<file path="config.mk">
export PLATFORM = sky130hd
export DESIGN_NAME = accu_window_fifo
export DESIGN_NICKNAME = d
export VERILOG_FILES = /design/src/rtl/accu_pkg.sv /design/src/rtl/accu_fifo_ram.sv /design/src/rtl/accu_window_fifo.sv
export SDC_FILE = /design/constraint.sdc
export NUM_CORES = 1
export LEC_CHECK = 0
export ABC_CLOCK_PERIOD_IN_PS = 13450
export BUFFER_PORTS_ARGS = -buffer_cell sky130_fd_sc_hd__buf_2
export CAP_MARGIN = 10
export CORE_ASPECT_RATIO = 0.8
export CORE_UTILIZATION = 66
export DETAILED_ROUTE_END_ITERATION = 10
export GPL_TIMING_DRIVEN = 0
export PLACE_DENSITY = 0.84
export SETUP_SLACK_MARGIN = 0.15
export SLEW_MARGIN = 10
export SYNTH_ARGS = -nofsm -noshare
export SYNTH_HDL_FRONTEND = slang
export SYNTH_SLANG_ARGS = --single-unit
</file>
<file path="constraint.sdc">
create_clock -name clk -period 13.45 [get_ports clk]
set_input_delay 0.6725 -clock clk [delete_from_list [all_inputs] [get_ports clk]]
set_output_delay 0.6725 -clock clk [all_outputs]
set_load 0.02 [all_outputs]
</file>
<file path="src/rtl/accu_pkg.sv">
// Shared constants and helpers for the window-accumulator datapath and its output FIFO.
package accu_pkg;

    localparam int unsigned ACC_IN_W   = 37;
    localparam int unsigned ACC_W      = ACC_IN_W + 1;
    localparam int unsigned WIN_LEN    = 50;
    localparam int unsigned FIFO_DEPTH = 16;
    localparam int unsigned DROP_CNT_W = 8;

    function automatic int unsigned clog2(input int unsigned value);
        int unsigned result;
        result = 0;
        for (int unsigned i = 0; i < 32; i++) begin
            if ((64'd1 << i) < 64'(value)) begin
                result = i + 1;
            end
        end
        return result;
    endfunction

    localparam int unsigned FIFO_AW = clog2(FIFO_DEPTH);

    // Occupancy update selected each cycle from the write/load pair.
    typedef enum logic [1:0] {
        CntHold,
        CntInc,
        CntDec
    } cnt_op_e;

endpackage

</file>
<file path="src/rtl/accu_fifo_ram.sv">
// FIFO storage array: synchronous write, asynchronous read.
module accu_fifo_ram #(
    parameter int unsigned DATA_W = 38,
    parameter int unsigned DEPTH  = 16,
    parameter int unsigned AW     = 4
) (
    input  logic              clk,
    input  logic              we,
    input  logic [AW-1:0]     waddr,
    input  logic [DATA_W-1:0] wdata,
    input  logic [AW-1:0]     raddr,
    output logic [DATA_W-1:0] rdata
);

    logic [DATA_W-1:0] mem [DEPTH];

    always_ff @(posedge clk) begin
        if (we) begin
            mem[waddr] <= wdata;
        end
    end

    assign rdata = mem[raddr];

endmodule

</file>
<file path="src/rtl/accu_window_fifo.sv">
// Captures one accumulator window sum per acc_valid rising edge and presents it FWFT,
// dropping (and counting) words that arrive while the storage is full.
module accu_window_fifo
    import accu_pkg::*;
#(
    parameter int unsigned DATA_W = ACC_W,
    parameter int unsigned DEPTH  = FIFO_DEPTH,
    parameter int unsigned AW     = clog2(DEPTH),
    parameter int unsigned DROP_W = DROP_CNT_W
) (
    input  logic              clk,
    input  logic              rst,
    input  logic [DATA_W-1:0] acc_dout,
    input  logic              acc_valid,
    output logic [DATA_W-1:0] m_data,
    output logic              m_valid,
    input  logic              m_ready,
    output logic [AW+1:0]     level,
    output logic              full,
    output logic              overflow,
    output logic [DROP_W-1:0] drop_cnt,
    input  logic              clr_ovf
);

    logic              acc_valid_q;
    logic              wr_pulse;
    logic              wr_en;
    logic              drop;
    logic              load;
    logic [AW-1:0]     wr_ptr;
    logic [AW-1:0]     rd_ptr;
    logic [AW:0]       mem_count;
    logic [DATA_W-1:0] rd_data;
    cnt_op_e           cnt_op;

    assign wr_pulse = acc_valid & ~acc_valid_q;
    // full reflects the pre-edge count, so a pop in the same cycle cannot make room.
    assign full     = (mem_count == (AW+1)'(DEPTH));
    assign wr_en    = wr_pulse & ~full;
    assign drop     = wr_pulse & full;
    assign load     = (mem_count != '0) & (~m_valid | m_ready);
    assign level    = {1'b0, mem_count} + (AW+2)'(m_valid);

    always_comb begin
        cnt_op = CntHold;
        unique case ({wr_en, load})
            2'b10:   cnt_op = CntInc;
            2'b01:   cnt_op = CntDec;
            default: cnt_op = CntHold;
        endcase
    end

    accu_fifo_ram #(
        .DATA_W (DATA_W),
        .DEPTH  (DEPTH),
        .AW     (AW)
    ) u_ram (
        .clk    (clk),
        .we     (wr_en),
        .waddr  (wr_ptr),
        .wdata  (acc_dout),
        .raddr  (rd_ptr),
        .rdata  (rd_data)
    );

    always_ff @(posedge clk) begin
        if (rst) begin
            acc_valid_q <= 1'b0;
            wr_ptr      <= '0;
            rd_ptr      <= '0;
            mem_count   <= '0;
        end else begin
            acc_valid_q <= acc_valid;
            if (wr_en) begin
                wr_ptr <= wr_ptr + AW'(1);
            end
            if (load) begin
                rd_ptr <= rd_ptr + AW'(1);
            end
            case (cnt_op)
                CntInc:  mem_count <= mem_count + (AW+1)'(1);
                CntDec:  mem_count <= mem_count - (AW+1)'(1);
                default: mem_count <= mem_count;
            endcase
        end
    end

    // FWFT output register; holds its word while the consumer stalls.
    always_ff @(posedge clk) begin
        if (rst) begin
            m_data  <= '0;
            m_valid <= 1'b0;
        end else if (load) begin
            m_data  <= rd_data;
            m_valid <= 1'b1;
        end else if (m_valid && m_ready) begin
            m_valid <= 1'b0;
        end
    end

    // A drop in the same cycle as clr_ovf wins: the counter restarts at one.
    always_ff @(posedge clk) begin
        if (rst) begin
            overflow <= 1'b0;
            drop_cnt <= '0;
        end else if (drop) begin
            overflow <= 1'b1;
            if (clr_ovf) begin
                drop_cnt <= DROP_W'(1);
            end else if (drop_cnt != '1) begin
                drop_cnt <= drop_cnt + DROP_W'(1);
            end
        end else if (clr_ovf) begin
            overflow <= 1'b0;
            drop_cnt <= '0;
        end
    end

endmodule

</file>
==> reports/results.tsv <==
metric	value	unit
global-route wire length before repair	91000	um
CP max stage delay	540	ps
CP Data Arrival Time	4310	ps
CTS tree	built	
initial antenna violation count	3	
Total Routed Length	63000	um
CP delay by family, top	buffers and inverters	
RR Endpoint	mem_count[4]	
Worst Setup Start Kind	register	
Total GRT Usage	32.2	%
post-synthesis cell type count	54	
DIE AREA	40000	um2
Pre-antenna DRT Iters	5	
Post-CTS Hold Fix Bufs	0	
r2r startpoint	mem_count[0]	
pin count of the biggest net entering global routing	22	
layout cell share with drive strength beyond 1	25.9	%
crit end category	register	
EDFF count, synth	608	
max cap viols	0	
clock skew	19.1	ps
Max VDD drop	114	uV
placed cell area	27700	um2
number of DRC markers in iteration 0	1908	
WL/cell	30.8	um
H-tree levels	2	
Mapped Nets	1361	
CP Capture Point	mem_count[4]	
Clock Tree Root	clkbuf_16	
CTS max path bufs	3	
Yosys warnings	0	
internal reg-to-reg setup slack	9620	ps
vias in the first global route	14197	
crit-path cells	or4_1 > buf_2 > o21ai_4 > inv_2 > buf_4 > buf_6 > ha_1 > clkbuf_1 > xor2_1 > ha_1 > o21a_1 > o21a_1 > o32ai_1 > mux2_2	
Buffers on Ports	96	
Starting Density	67.3	%
Die Height	179	um
Critical Path RT	13940	ps
Tcrit/Tclk final	28.4	%
IO Count	98	
worst hold path type	in2reg	
nets@finish	1554	
worst path buffer plus inverter count	5	
Residual DRC	0	
Setup Viol. Count Final	0	
Post-CTS Resized	0	
Crit Path Class	reg2reg	
Lkg Pwr	9.46	nW
depth of the worst register-to-register path	14	
Finished Cell Area	29500	um2
slowest stage cell, crit path	or4_1	
worst-margin pin slew	1220	ps
Syn Area/Cell	19.8	um2
Fin. Hold Viols	0	
Levels on crit path	14	
GPL Wtd Cong	0.852	
vias post-DR	14174	
Post CTS Setup Buffer Count	0	
Top FF cell, synth	edfxtp_1	
dpl cells	1933	
TritonCTS Buffers	59	
CP max FO	11	
area of the core	38400	um2
Critical path origin	mem_count[0]	
Die X-Extent	223	um
async set-or-reset flop fraction in the synthesized netlist	0	%
GRT overflow	0	
clock sink count	670	
number of routed nets with antenna violations	0	
fin. max-slew vios	0	
Worst-Skew Late Latency	600	ps
outcome	complete, no violations	
placement row count	64	
register area share after synthesis	75.4	%
final cell count without fillers	2043	
CTS clk-pin slew, worst paths	60	ps
maximum clock frequency	261	MHz
Pwr Density	182	nW/um2
Worst Hold Launch	acc_valid	
Area Overhead vs Synth	14.3	%
DP HPWL	38500	um
synthesized cell area	25800	um2
total power draw	5.39	mW
minimum clock period	3830	ps
DR vias/cell	6.94	
RSZ-0062 raised after global routing	false	
worst relative slew slack	18.6	%
Final TNS setup	0	ps
synthesized instance count	1306	
Yosys reg bits	670	
[layout make-up]
class / instances / area, um2
well taps: 495 / 619
diodes: 1 / 2.50
flip-flops and latches: 670 / 19500
multi-input cells: 553 / 6080
plain buffers: 77 / 358
repair buffers: 132 / 1070
inverters: 6 / 22.5
clock inverters: 21 / 205
fillers: 1916 / 8890
clock buffers: 88 / 1690
[worst min-delay path by stage]
stage | end | slack (ps) | depth (start not counted)
after floorplan | wr_ptr[1] | 530 | 2
after global placement | overflow | 460 | 2
after detailed placement | overflow | 470 | 2
after CTS | acc_valid_q | 350 | 2
after global routing | acc_valid_q | 360 | 2
final | acc_valid_q | 370 | 2
[routing by layer]
metal / GRT usage (%) / vias to the layer above / share of wire, %
met4: 13.0 / 4 / 3.3
met3: 7.55 / 163 / 11
met2: 51.7 / 1104 / 48
li1: - / 5759 / -
met5: 0 / - / 0.035
met1: 43.6 / 7144 / 37
[Yosys cell counts, drive strengths merged, types with 4 or more instances]
cell	number	share of area, %
buf	39	0.83
or3	4	0.097
clkbuf	38	0.55
a21oi	10	0.19
nor3	8	0.20
inv	6	0.087
dfxtp	62	4.8
nand2	12	0.17
nor2	45	0.65
o221ai	26	1.3
xor2	8	0.27
nor4	15	0.39
or3b	4	0.14
nand3	10	0.19
nand3b	30	0.89
nand2b	6	0.15
ha	12	0.58
edfxtp	608	71
xnor2	5	0.17
a211oi	14	0.58
o22ai	52	1.3
mux4	100	8.7
o21ai	4	0.12
mux2i	157	6.1
[power by group]
group	internal [mW]	total [mW]	switching (mW)
sequential	2.37	2.43	0.0577
clock	0.942	1.67	0.724
combinational	0.511	1.30	0.787
total	3.82	5.39	1.57
[cell families after synthesis]
group / count (synthesis) / share of synthesized area (%)
mux: 258 / 14.8
buf+inv: 83 / 1.47
xor+xnor: 13 / 0.440
compound gates: 125 / 4.08
simple gates: 145 / 3.16
flops: 670 / 75.4
fa+ha+maj: 12 / 0.581
[state kept, by name, summed over array words and instances (netlist names)]
signal       flops
overflow         1
mem_count        5
wr_ptr           4
m_valid          1
rd_ptr           4
acc_valid_q      1
m_data          38
drop_cnt         8
u_ram.mem      608
[per-stage QoR]
stage / setup WS [ps] / utilization, % / hold slack, ps
floorplan: 9020 / - / 533
global placement: 5850 / 70.1 / 456
detailed placement: 9690 / 71.9 / 469
CTS: 9660 / 76.9 / 352
global route: 9490 / 76.9 / 365
finish: 9620 / 76.9 / 366
[cell usage in the layout (no fill, tap or decap), types with 5 or more instances in the layout]
cell type	count
xnor2_1	5
clkbuf_8	8
mux4_2	100
a211oi_1	5
o221ai_1	7
o22ai_1	52
clkinv_1	6
dfxtp_1	62
clkbuf_1	58
clkinv_2	9
nand3_1	10
nand2b_1	6
nand3b_1	29
buf_12	9
clkbuf_16	60
nor2_1	33
ha_1	12
a21oi_1	10
buf_2	118
buf_6	6
a211oi_2	9
nor4_1	14
mux2i_1	157
o221ai_2	19
buf_16	10
inv_1	5
buf_1	9
buf_4	19
xor2_1	8
nor2_4	12
nand2_1	12
edfxtp_1	608
No activity file was read; power rests on OpenSTA's default activity.
